==> src/rtl/muldiv_sequencer.sv <==
`default_nettype none
// +--------------------------------------------------------------------------+
// | muldiv_sequencer: 32-bit iterative MULT/MULTU/DIV/DIVU unit with HI/LO.  |
// | Revision: 1.0                                                            |
// +--------------------------------------------------------------------------+
module muldiv_sequencer (
  input  logic        clock,
  input  logic        reset,
  input  logic        id_Start,
  input  logic [1:0]  id_MulDivOp,
  input  logic [31:0] id_OpA,
  input  logic [31:0] id_OpB,
  input  logic        id_MtHi,
  input  logic        id_MtLo,
  input  logic        id_MfHi,
  input  logic        id_MfLo,
  input  logic        id_Flush,
  output logic        ex_Stall,
  output logic        ex_Busy,
  output logic        ex_Done,
  output logic        ex_DivZero,
  output logic [31:0] ex_HiOut,
  output logic [31:0] ex_LoOut
);

  typedef enum logic [1:0] {
    S_IDLE = 2'd0,
    S_PREP = 2'd1,
    S_RUN  = 2'd2,
    S_FIX  = 2'd3
  } state_t;

  state_t      state_q, state_d;
  logic [5:0]  count_q, count_d;
  logic [1:0]  op_q, op_d;
  logic [31:0] opa_q, opa_d;
  logic [31:0] opb_q, opb_d;
  logic [31:0] work_hi_q, work_hi_d;
  logic [31:0] work_lo_q, work_lo_d;
  logic        neg_q, neg_d;
  logic        neg_rem_q, neg_rem_d;
  logic [31:0] hi_q, hi_d;
  logic [31:0] lo_q, lo_d;
  logic        done_q, done_d;
  logic        divz_q, divz_d;

  logic        is_div;
  logic        is_signed;
  logic [31:0] abs_a;
  logic [31:0] abs_b;
  logic [32:0] rem_shift;
  logic        rem_ge;
  logic [31:0] rem_sub;
  logic [32:0] mul_sum;
  logic [63:0] prod_fix;
  logic [31:0] quo_fix;
  logic [31:0] rem_fix;

  assign is_div    = op_q[1];
  assign is_signed = ~op_q[0];
  assign abs_a     = (is_signed && opa_q[31]) ? (~opa_q + 32'd1) : opa_q;
  assign abs_b     = (is_signed && opb_q[31]) ? (~opb_q + 32'd1) : opb_q;

  // Restoring divide: partial remainder in work_hi, dividend/quotient shifts through work_lo.
  assign rem_shift = {work_hi_q, work_lo_q[31]};
  assign rem_ge    = (rem_shift >= {1'b0, opb_q});
  assign rem_sub   = rem_shift[31:0] - opb_q;

  // Shift-add multiply: multiplier bits consumed from work_lo[0], product grows into work_hi.
  assign mul_sum   = {1'b0, work_hi_q} + (work_lo_q[0] ? {1'b0, opb_q} : 33'd0);

  assign prod_fix  = neg_q ? (~{work_hi_q, work_lo_q} + 64'd1) : {work_hi_q, work_lo_q};
  assign quo_fix   = neg_q ? (~work_lo_q + 32'd1) : work_lo_q;
  assign rem_fix   = neg_rem_q ? (~work_hi_q + 32'd1) : work_hi_q;

  always_comb begin
    state_d   = state_q;
    count_d   = count_q;
    op_d      = op_q;
    opa_d     = opa_q;
    opb_d     = opb_q;
    work_hi_d = work_hi_q;
    work_lo_d = work_lo_q;
    neg_d     = neg_q;
    neg_rem_d = neg_rem_q;
    hi_d      = hi_q;
    lo_d      = lo_q;
    done_d    = 1'b0;
    divz_d    = 1'b0;

    case (state_q)
      S_IDLE: begin
        if (id_Start) begin
          state_d = S_PREP;
          op_d    = id_MulDivOp;
          opa_d   = id_OpA;
          opb_d   = id_OpB;
        end else begin
          if (id_MtHi) hi_d = id_OpA;
          if (id_MtLo) lo_d = id_OpA;
        end
      end
      S_PREP: begin
        if (is_div && (opb_q == 32'd0)) begin
          state_d = S_IDLE;
          divz_d  = 1'b1;
        end else begin
          state_d   = S_RUN;
          count_d   = 6'd0;
          work_hi_d = 32'd0;
          work_lo_d = abs_a;
          opb_d     = abs_b;
          neg_d     = is_signed && (opa_q[31] ^ opb_q[31]);
          neg_rem_d = is_signed && opa_q[31];
        end
      end
      S_RUN: begin
        if (is_div) begin
          work_hi_d = rem_ge ? rem_sub : rem_shift[31:0];
          work_lo_d = {work_lo_q[30:0], rem_ge};
        end else begin
          work_hi_d = mul_sum[32:1];
          work_lo_d = {mul_sum[0], work_lo_q[31:1]};
        end
        count_d = count_q + 6'd1;
        if (count_q == 6'd31) state_d = S_FIX;
      end
      S_FIX: begin
        state_d = S_IDLE;
        done_d  = 1'b1;
        if (is_div) begin
          hi_d = rem_fix;
          lo_d = quo_fix;
        end else begin
          hi_d = prod_fix[63:32];
          lo_d = prod_fix[31:0];
        end
      end
      default: state_d = S_IDLE;
    endcase

    // Flush wins over everything except reset and never touches HI/LO.
    if (id_Flush) begin
      state_d = S_IDLE;
      hi_d    = hi_q;
      lo_d    = lo_q;
      done_d  = 1'b0;
      divz_d  = 1'b0;
    end
  end

  always_ff @(posedge clock) begin
    if (!reset) begin
      state_q   <= S_IDLE;
      count_q   <= 6'd0;
      op_q      <= 2'd0;
      opa_q     <= 32'd0;
      opb_q     <= 32'd0;
      work_hi_q <= 32'd0;
      work_lo_q <= 32'd0;
      neg_q     <= 1'b0;
      neg_rem_q <= 1'b0;
      hi_q      <= 32'd0;
      lo_q      <= 32'd0;
      done_q    <= 1'b0;
      divz_q    <= 1'b0;
    end else begin
      state_q   <= state_d;
      count_q   <= count_d;
      op_q      <= op_d;
      opa_q     <= opa_d;
      opb_q     <= opb_d;
      work_hi_q <= work_hi_d;
      work_lo_q <= work_lo_d;
      neg_q     <= neg_d;
      neg_rem_q <= neg_rem_d;
      hi_q      <= hi_d;
      lo_q      <= lo_d;
      done_q    <= done_d;
      divz_q    <= divz_d;
    end
  end

  assign ex_Busy    = (state_q != S_IDLE);
  assign ex_Stall   = ex_Busy && (id_Start || id_MfHi || id_MfLo || id_MtHi || id_MtLo);
  assign ex_Done    = done_q;
  assign ex_DivZero = divz_q;
  assign ex_HiOut   = hi_q;
  assign ex_LoOut   = lo_q;

endmodule
`default_nettype wire

==> config.mk <==
export PLATFORM = sky130hd
export DESIGN_NAME = muldiv_sequencer
export DESIGN_NICKNAME = d
export VERILOG_FILES = /design/src/rtl/muldiv_sequencer.sv
export SDC_FILE = /design/constraint.sdc
export NUM_CORES = 1
export LEC_CHECK = 0
export CORE_MARGIN = 2
export CORE_UTILIZATION = 28
export DETAILED_ROUTE_END_ITERATION = 6
export GPL_TIMING_DRIVEN = 0
export PLACE_DENSITY = 0.55
export SLEW_MARGIN = 20
export SYNTH_ARGS = -nofsm -noshare
export SYNTH_HDL_FRONTEND = slang
export SYNTH_SLANG_ARGS = --single-unit
==> constraint.sdc <==
create_clock -name clock -period 10.5 [get_ports clock]
set_input_delay 1.575 -clock clock [delete_from_list [all_inputs] [get_ports clock]]
set_output_delay 1.575 -clock clock [all_outputs]
set_load 0.005 [all_outputs]
Yosys cells after proc, flatten, opt, wreduce, memory -nomap -nowiden
Index checks and enable logic that the tools add are counted.
Storage, ports and cells
  register bits after elaboration: 206
  input port bits: 74
  output and inout bits: 68
  word-level logic and storage cells: 100
Cells by class
  add/subtract/negate cells: 8
  $lt $le $gt $ge: 1
  eq/ne operators: 11
  muxes and demuxes: 32
  bitwise logic cells: 11
  reductions and logical operators: 24
Operator list (count)
  $mux 32: 18
  $pmux 32 s2: 5
  $add 32x1->32 const B: 4
  $not 32->32: 4
  $add 64x1->64 const B: 1
  $mux 64: 1
  $not 64->64: 1
  $add 32x32->33: 1
  $ge 33x32->1: 1
  $logic_not 32->1: 1
  $sub 32x32->32: 1
  $ne 2x2->1 const B: 7
  $pmux 6 s2: 1
  $reduce_and 4->1: 3
  $pmux 2 s4: 1
  $reduce_and 2->1: 4
  $reduce_bool 2->1: 4
  $add 6x1->6 const B: 1
  $eq 6x5->1 const B: 1
  $mux 2: 3
  $mux 6: 1
  $logic_and 1x1->1: 5
  $not 1->1: 5
  $eq 2x2->1 const B: 2
  other kinds (7): 11

Logic depth before layout (Yosys ltp)
Gate-level depths: netlist of the first run.
  depth in word-level cells: 5
  depth in mapped cells: 15
  mapped depth without buffers: 14

Worst setup path after synthesis of the first run
Ideal clock, no wire load.
  path type: input to output
  start: in id_Start
  end: out ex_Stall
  arrival time: 1.925 ns
  required time: 8.925 ns
  setup slack: 7.000 ns
  stages: 2
  buffers on the path: 0
  cell sequence: nor4_1 a21oi_1
Between the ends
  word-level cells in the longest chain between the ends: 5
RTL lines
  start, declared: RTL line 9  | input logic id_Start,
  $logic_or 1x1->1 (4 in a row): RTL line 185  | assign ex_Stall = ex_Busy && (id_Start || id_MfHi || id_MfLo || id_MtHi || id_MtLo);
  $logic_and 1x1->1: RTL line 185
  end, declared: RTL line 18  | output logic ex_Stall,
No other way between the ends.

Worst setup path after layout of the first run
  start: reg work_hi_q[13]
  end: reg work_hi_q[0]
Between the ends
  word-level cells in the longest chain between the ends: 4
RTL lines
  start, declared: RTL line 38  | logic [31:0] work_hi_q, work_hi_d;
  start signal, assigned: RTL line 173  | work_hi_q <= work_hi_d;
  $ge 33x32->1: RTL line 66  | assign rem_ge = (rem_shift >= {1'b0, opb_q});
  $mux 32: RTL line 119  | work_hi_d = rem_ge ? rem_sub : rem_shift[31:0];
  $mux 32: RTL line 118  | if (is_div) begin
  $pmux 32 s2: RTL line 91  | case (state_q)
No other way between the ends.
A chain may end at the register's enable or synchronous reset.

==> metrics.cfg, run 1 <==
[clocking]
clock-root-buffer=clkbuf_16
cts_tree=done
clk_path_buf_depth=3
numCtsBuffers=27
htree_levels=1
post-cts-setup-buffers=0
clk_latency_ns=0.59
cts_resized=0
cts.sinks=206
hold_buffers=0
clk_pin_slew_ns=0.06

[detailed_routing]
drc_errors=0
wl_met1_um=30500
vias=17057
topRoutingLayerUsed=met5
wl_met2_um=31900
wl_met3_um=4780
drt_iter0_drc=1653
vias_per_cell=5.65
ant_nets=0
drt-pass1-iter-count=5
wire_per_inst_um=23.3
wirelength_um=70300

[power_and_ir_drop]
leakagePower_uw=0.00699
vdd_drop_max_uv=111
combPwrFrac=0.223
p_switching_uw=800
seqPwrFrac=0.350
intPower_uw=1660
pwr-share-clk=0.428
powerDensity_mw_per_mm2=131
sw_frac_of_total=0.325

[logic_synthesis]
syn_inst=2128
synth_area_mm2=0.0155
synth_area_leaders=dfxtp_1, a21oi_1, nand2_1, ha_1, nor2_1
yosys_warnings=0
yosysTopAreaCell=dfxtp_1
synth-async-reset-ratio=0
seq_area_frac_synth=0.266
syn_nets=2278
synth.avg_cell_area_um2=7.28
synth_edf_count=0
synth_seq_cells=206
ys.flop_type=dfxtp_1
synth_cell_types=78
synth_top_area_frac=0.266

[sta]
worst-slew-pin-transition_ns=1.22
min_period_ns=4.90
drv_slew=0
relSlewSlack=0.180
fin_ws_ns=5.60
fmax_mhz=204
tns_ns=0
finalClockSkew_ns=0.0288
hold_viol=0
period_share=0.467
rsz0062_at_grt=false
setup_violations=0

[floorplanning]
row_count=86
dieHeight_um=239
die_area_mm2=0.0572
fp.dieW_um=239
ioPinCount=142
initial_utilization=0.282
coreArea_mm2=0.0549

[place]
place_hpwl_um=56200
io_buffers=140
gp_congestion=0.987
dpl.cell_count=2972
dp_slack_ns=5.79

[worst_setup_path]
critPathLaunchType=register
path_class=reg2reg
cp_top_family=buffers and inverters
path_max_fanout=10
worst-path-buf-inv=3
cp_data_required_time_ns=10.93
cpPeakStageDelay_ns=0.84
cp-end-kind=register
slowest_stage=nor3_1
worstPathArrival_ns=5.33
crit_chain=ha_1 -> clkbuf_1 -> nand2_1 -> nor3_1 -> nand4_1 -> o211ai_1 -> a21o_1 -> a41o_1 -> clkbuf_1 -> buf_1 -> nand2_1 -> o21ai_0 -> o221ai_1

[status]
status=completed

[final_layout]
nNetsFinal=2447
mostFrequentLayoutCell=nand2_1
area_delta_synth_final_pct=21.1
fin_cells=3021
final_cell_mix=nand2_1, a21oi_1, nor2_1
layout-drive-gt1-share=0.0384
num-fill-cells=5909

[grt]
grt_pass1_vias=16386
grt.overflow.total=0
grt_usage=0.240
grt_pass1_wl_um=105000
grt_max_degree=15
grt_antenna_before_repair=2

[hold_path]
min_path_type=reg2reg

[job]
drv_cap=0

## flip-flops by register name, indices dropped and copies added (netlist names), named ones only
signal and count:
count_q 6, ex_DivZero 1, ex_Done 1, ex_HiOut 32, ex_LoOut 32, neg_q 1
neg_rem_q 1, op_q 2, opa_q 32, opb_q 32, state_q 1, work_hi_q 32
work_lo_q 32
## stage by stage
stage               hold WS, ns  utilization  total power, µW  cell area (µm²)
floorplan                 0.436            -             1190            15500
global placement          0.444        0.324             1410            17800
detailed placement        0.446        0.324             1420            17800
CTS                       0.460        0.342             2470            18800
global route              0.483        0.342             2560            18800
finish                    0.455        0.342             2460            18800
## synthesized netlist by cell type, types with 18 or more instances
cell and count:
a31oi_1 22, and2_1 20, xnor2_1 82, a21oi_1 242, a21o_1 32, xor2_1 66, nand2_1 271, o31ai_1 23
nand4_1 21, clkbuf_1 131, nor4_1 23, or3_1 25, a211oi_1 48, ha_1 74, inv_1 69, nor3_1 51
nand3_1 40, o21ai_0 128, dfxtp_1 206, o211ai_1 38, nor2_1 215, mux2i_1 58, o22ai_1 18
## routing by layer
metal	up-vias	track usage
met2	696	0.397
met3	146	0.0338
li1	8010	-
met5	-	0
met1	8203	0.318
met4	2	0.0881
## power by group through the flow
stage	sequential (µW)	combinational, µW	clock, µW
2_1_floorplan	864	327	0
3_3_place_gp	876	535	0
3_5_place_dp	878	538	0
4_1_cts	860	541	1070
5_1_grt	866	593	1100
6_report	862	549	1050
## area by class of cell
cell class              count  area [µm²]  share of cell area
clock inverters            16         263              0.0140
diodes                      1        2.50            0.000133
flip-flops and latches    206        4120               0.220
inverters                  70         263              0.0140
plain buffers             145         567              0.0302
clock buffers              32         724              0.0386
repair buffers            140        1400              0.0747
well taps                 704         881              0.0470
multi-input cells        1707       10500               0.561
## cell families after synthesis
group / Yosys count / share of synthesized area
XOR/XNOR: 148 / 0.0837
flip-flops: 206 / 0.266
adder cells (fa/ha/maj): 76 / 0.0624
AND/OR/NAND/NOR: 752 / 0.222
buffers and inverters: 215 / 0.0536
multiplexers: 63 / 0.0411
AO/OA/AOI/OAI: 668 / 0.270
## worst paths after layout
check        slack, ns  depth (start not counted)           end          start
max               5.60                         13  work_hi_q[0]  work_hi_q[13]
min               0.45                          1  ex_HiOut[23]   ex_HiOut[23]
max reg2reg       5.60                         13  work_hi_q[0]  work_hi_q[13]
min reg2reg       0.45                          1  ex_HiOut[23]   ex_HiOut[23]
Power figures use the tool's default switching activity.
==> run 2: changes to the inputs <==
--- a/config.mk
+++ b/config.mk
@@ -9,7 +9,7 @@
 export CORE_UTILIZATION = 28
 export DETAILED_ROUTE_END_ITERATION = 6
 export GPL_TIMING_DRIVEN = 0
-export PLACE_DENSITY = 0.55
+export PLACE_DENSITY = 0.56
 export SLEW_MARGIN = 20
 export SYNTH_ARGS = -nofsm -noshare
 export SYNTH_HDL_FRONTEND = slang
==> constraint.sdc (replaced) <==
create_clock -name clock -period 4.1 [get_ports clock]
set_input_delay 0.615 -clock clock [delete_from_list [all_inputs] [get_ports clock]]
set_output_delay 0.615 -clock clock [all_outputs]
set_load 0.005 [all_outputs]
==> run 2 against run 1 <==
  * The flow now finishes with violations (design-rule violations)
  * Final area decreased by 0.26%
  * Clock power increased by 130%
  * Largest cell class unchanged
  * Global-route usage decreased by 0.81 points
  * Combinational power increased by 150%
  * Clock skew decreased by 0.013 ns
  * Non-clock buffer count decreased by 2
  * Sequential power increased to 2.6 times the previous value
  * Setup slack got worse by 5.5 ns
  * Sequential cell count unchanged
==> metrics.cfg, run 2 (same netlist as run 1, synthesis figures left out) <==
[floorplanning]
coreArea_mm2=0.0549
initial_utilization=0.282
dieHeight_um=239
die_area_mm2=0.0572
ioPinCount=142
row_count=86
fp.dieW_um=239

[grt]
grt_pass1_wl_um=102000
grt.overflow.total=0
grt_usage=0.232
grt_use_met2=0.377
met3_usage=0.0333
grt_antenna_before_repair=1
grt_util_met1=0.314
grt_pass1_vias=16245
grt_max_degree=15
top_usage_layer=met2

[power_and_ir_drop]
vdd_drop_max_uv=277
powerDensity_mw_per_mm2=320
leakagePower_uw=0.00698
p_total_uw=5990

[clocking]
numCtsBuffers=27
clk_pin_slew_ns=0.06
clock-root-buffer=clkbuf_16
cts.sinks=206
cts_tree=done
post-cts-setup-buffers=0
clk_latency_ns=0.58
clk_path_buf_depth=3
hold_buffers=0
htree_levels=1

[place]
dpl.cell_count=2972
gp_congestion=0.973
place_hpwl_um=54400
io_buffers=140
dp_slack_ns=-0.469

[detailed_routing]
vias=17043
wire_per_inst_um=22.6
vias_per_cell=5.65
drt-pass1-iter-count=7
ant_nets=0
drt_iter0_drc=1693
drc_errors=5
wirelength_um=68300

[worst_setup_path]
path_max_fanout=10
crit_chain=inv_1 -> clkbuf_4 -> nor2_1 -> ha_1 -> a211oi_1 -> o211ai_1 -> and3b_1 -> nor3_1 -> nor4_1 -> o311ai_1 -> o21ai_0 -> xnor2_1 -> o221ai_1
critPathLaunchType=register
cp_top_family=compound AO/OA/AOI/OAI gates
cp-end-kind=register
cpPeakStageDelay_ns=0.57
path_class=reg2reg
worst-path-buf-inv=2
cp_data_required_time_ns=4.53
slowest_stage=o311ai_1
worstPathArrival_ns=4.43

[final_layout]
layout-drive-gt1-share=0.0432
area_delta_synth_final_pct=20.8
nNetsFinal=2445
post-route-util=0.341
final_cell_mix=nand2_1, a21oi_1, nor2_1
mostFrequentLayoutCell=nand2_1
fin_cells=3019

[sta]
setup_violations=0
worst-slew-pin-transition_ns=0.914
period_share=0.974
fin_ws_ns=0.108
hold_viol=0
rsz0062_at_grt=false
relSlewSlack=0.386
tns_ns=0
finalClockSkew_ns=0.0159
drv_slew=0
fmax_mhz=250
min_period_ns=3.99

[hold_path]
min_path_type=reg2reg

[job]
drv_cap=0

[status]
violations=design-rule violations
status=complete, but fails checks

==> run 2: changes by cell type in the layout (fill, tap and decap cells not counted), sizes merged <==
cell | before | now
buf | 13 | 12
clkinv | 6 | 8
bufinv | 6 | 2
clkbuf | 164 | 168
inv | 73 | 70
==> run 2: final timing paths <==
path,slack [ns],to,depth (start not counted),startpoint
worst max register to register,0.11,work_hi_q[28],13,work_lo_q[0]
worst min-delay path,0.46,ex_HiOut[23],1,ex_HiOut[23]
worst min register to register,0.46,ex_HiOut[23],1,ex_HiOut[23]
worst max-delay path,0.11,work_hi_q[28],13,work_lo_q[0]
==> run 2: metal layers <==
| layer | part of all wire | routed length, µm | vias to the layer above |
|---|---|---|---|
| li1 | - | - | 8003 |
| met1 | 0.44 | 30000 | 8125 |
| met2 | 0.45 | 30600 | 797 |
| met3 | 0.075 | 5090 | 118 |
| met4 | 0.039 | 2700 | 0 |
| met5 | 0 | 0 | - |
==> run 2: per-stage QoR <==
step / area, µm² / hold slack (ns)
4_1_cts: 18700 / 0.457
6_report: 18700 / 0.455
5_1_grt: 18700 / 0.473
2_1_floorplan: 15500 / 0.436
3_5_place_dp: 17800 / 0.444
3_3_place_gp: 17800 / 0.439
==> run 2: layout make-up <==
type                    instances  area (µm²)
well taps                     704         881
clock inverters                11         123
plain buffers                 143         568
multi-input cells            1707       10600
repair buffers                140        1400
diodes                          1        2.50
clock buffers                  37         753
inverters                      70         263
flip-flops and latches        206        4130
fillers                      5880       36200
==> run 2: repair_timing <==
action / in CTS / in global routing
resized for setup: 13 / 13
cloned: 0 / 0
pin swaps: 0 / 0
setup endpoints to repair: 33 / 29
==> run 2: where the power goes <==
part / switching [µW] / internal, µW / total, µW
Combinational: 856 / 516 / 1370
Sequential: 108 / 2100 / 2210
Clock: 1000 / 1410 / 2410
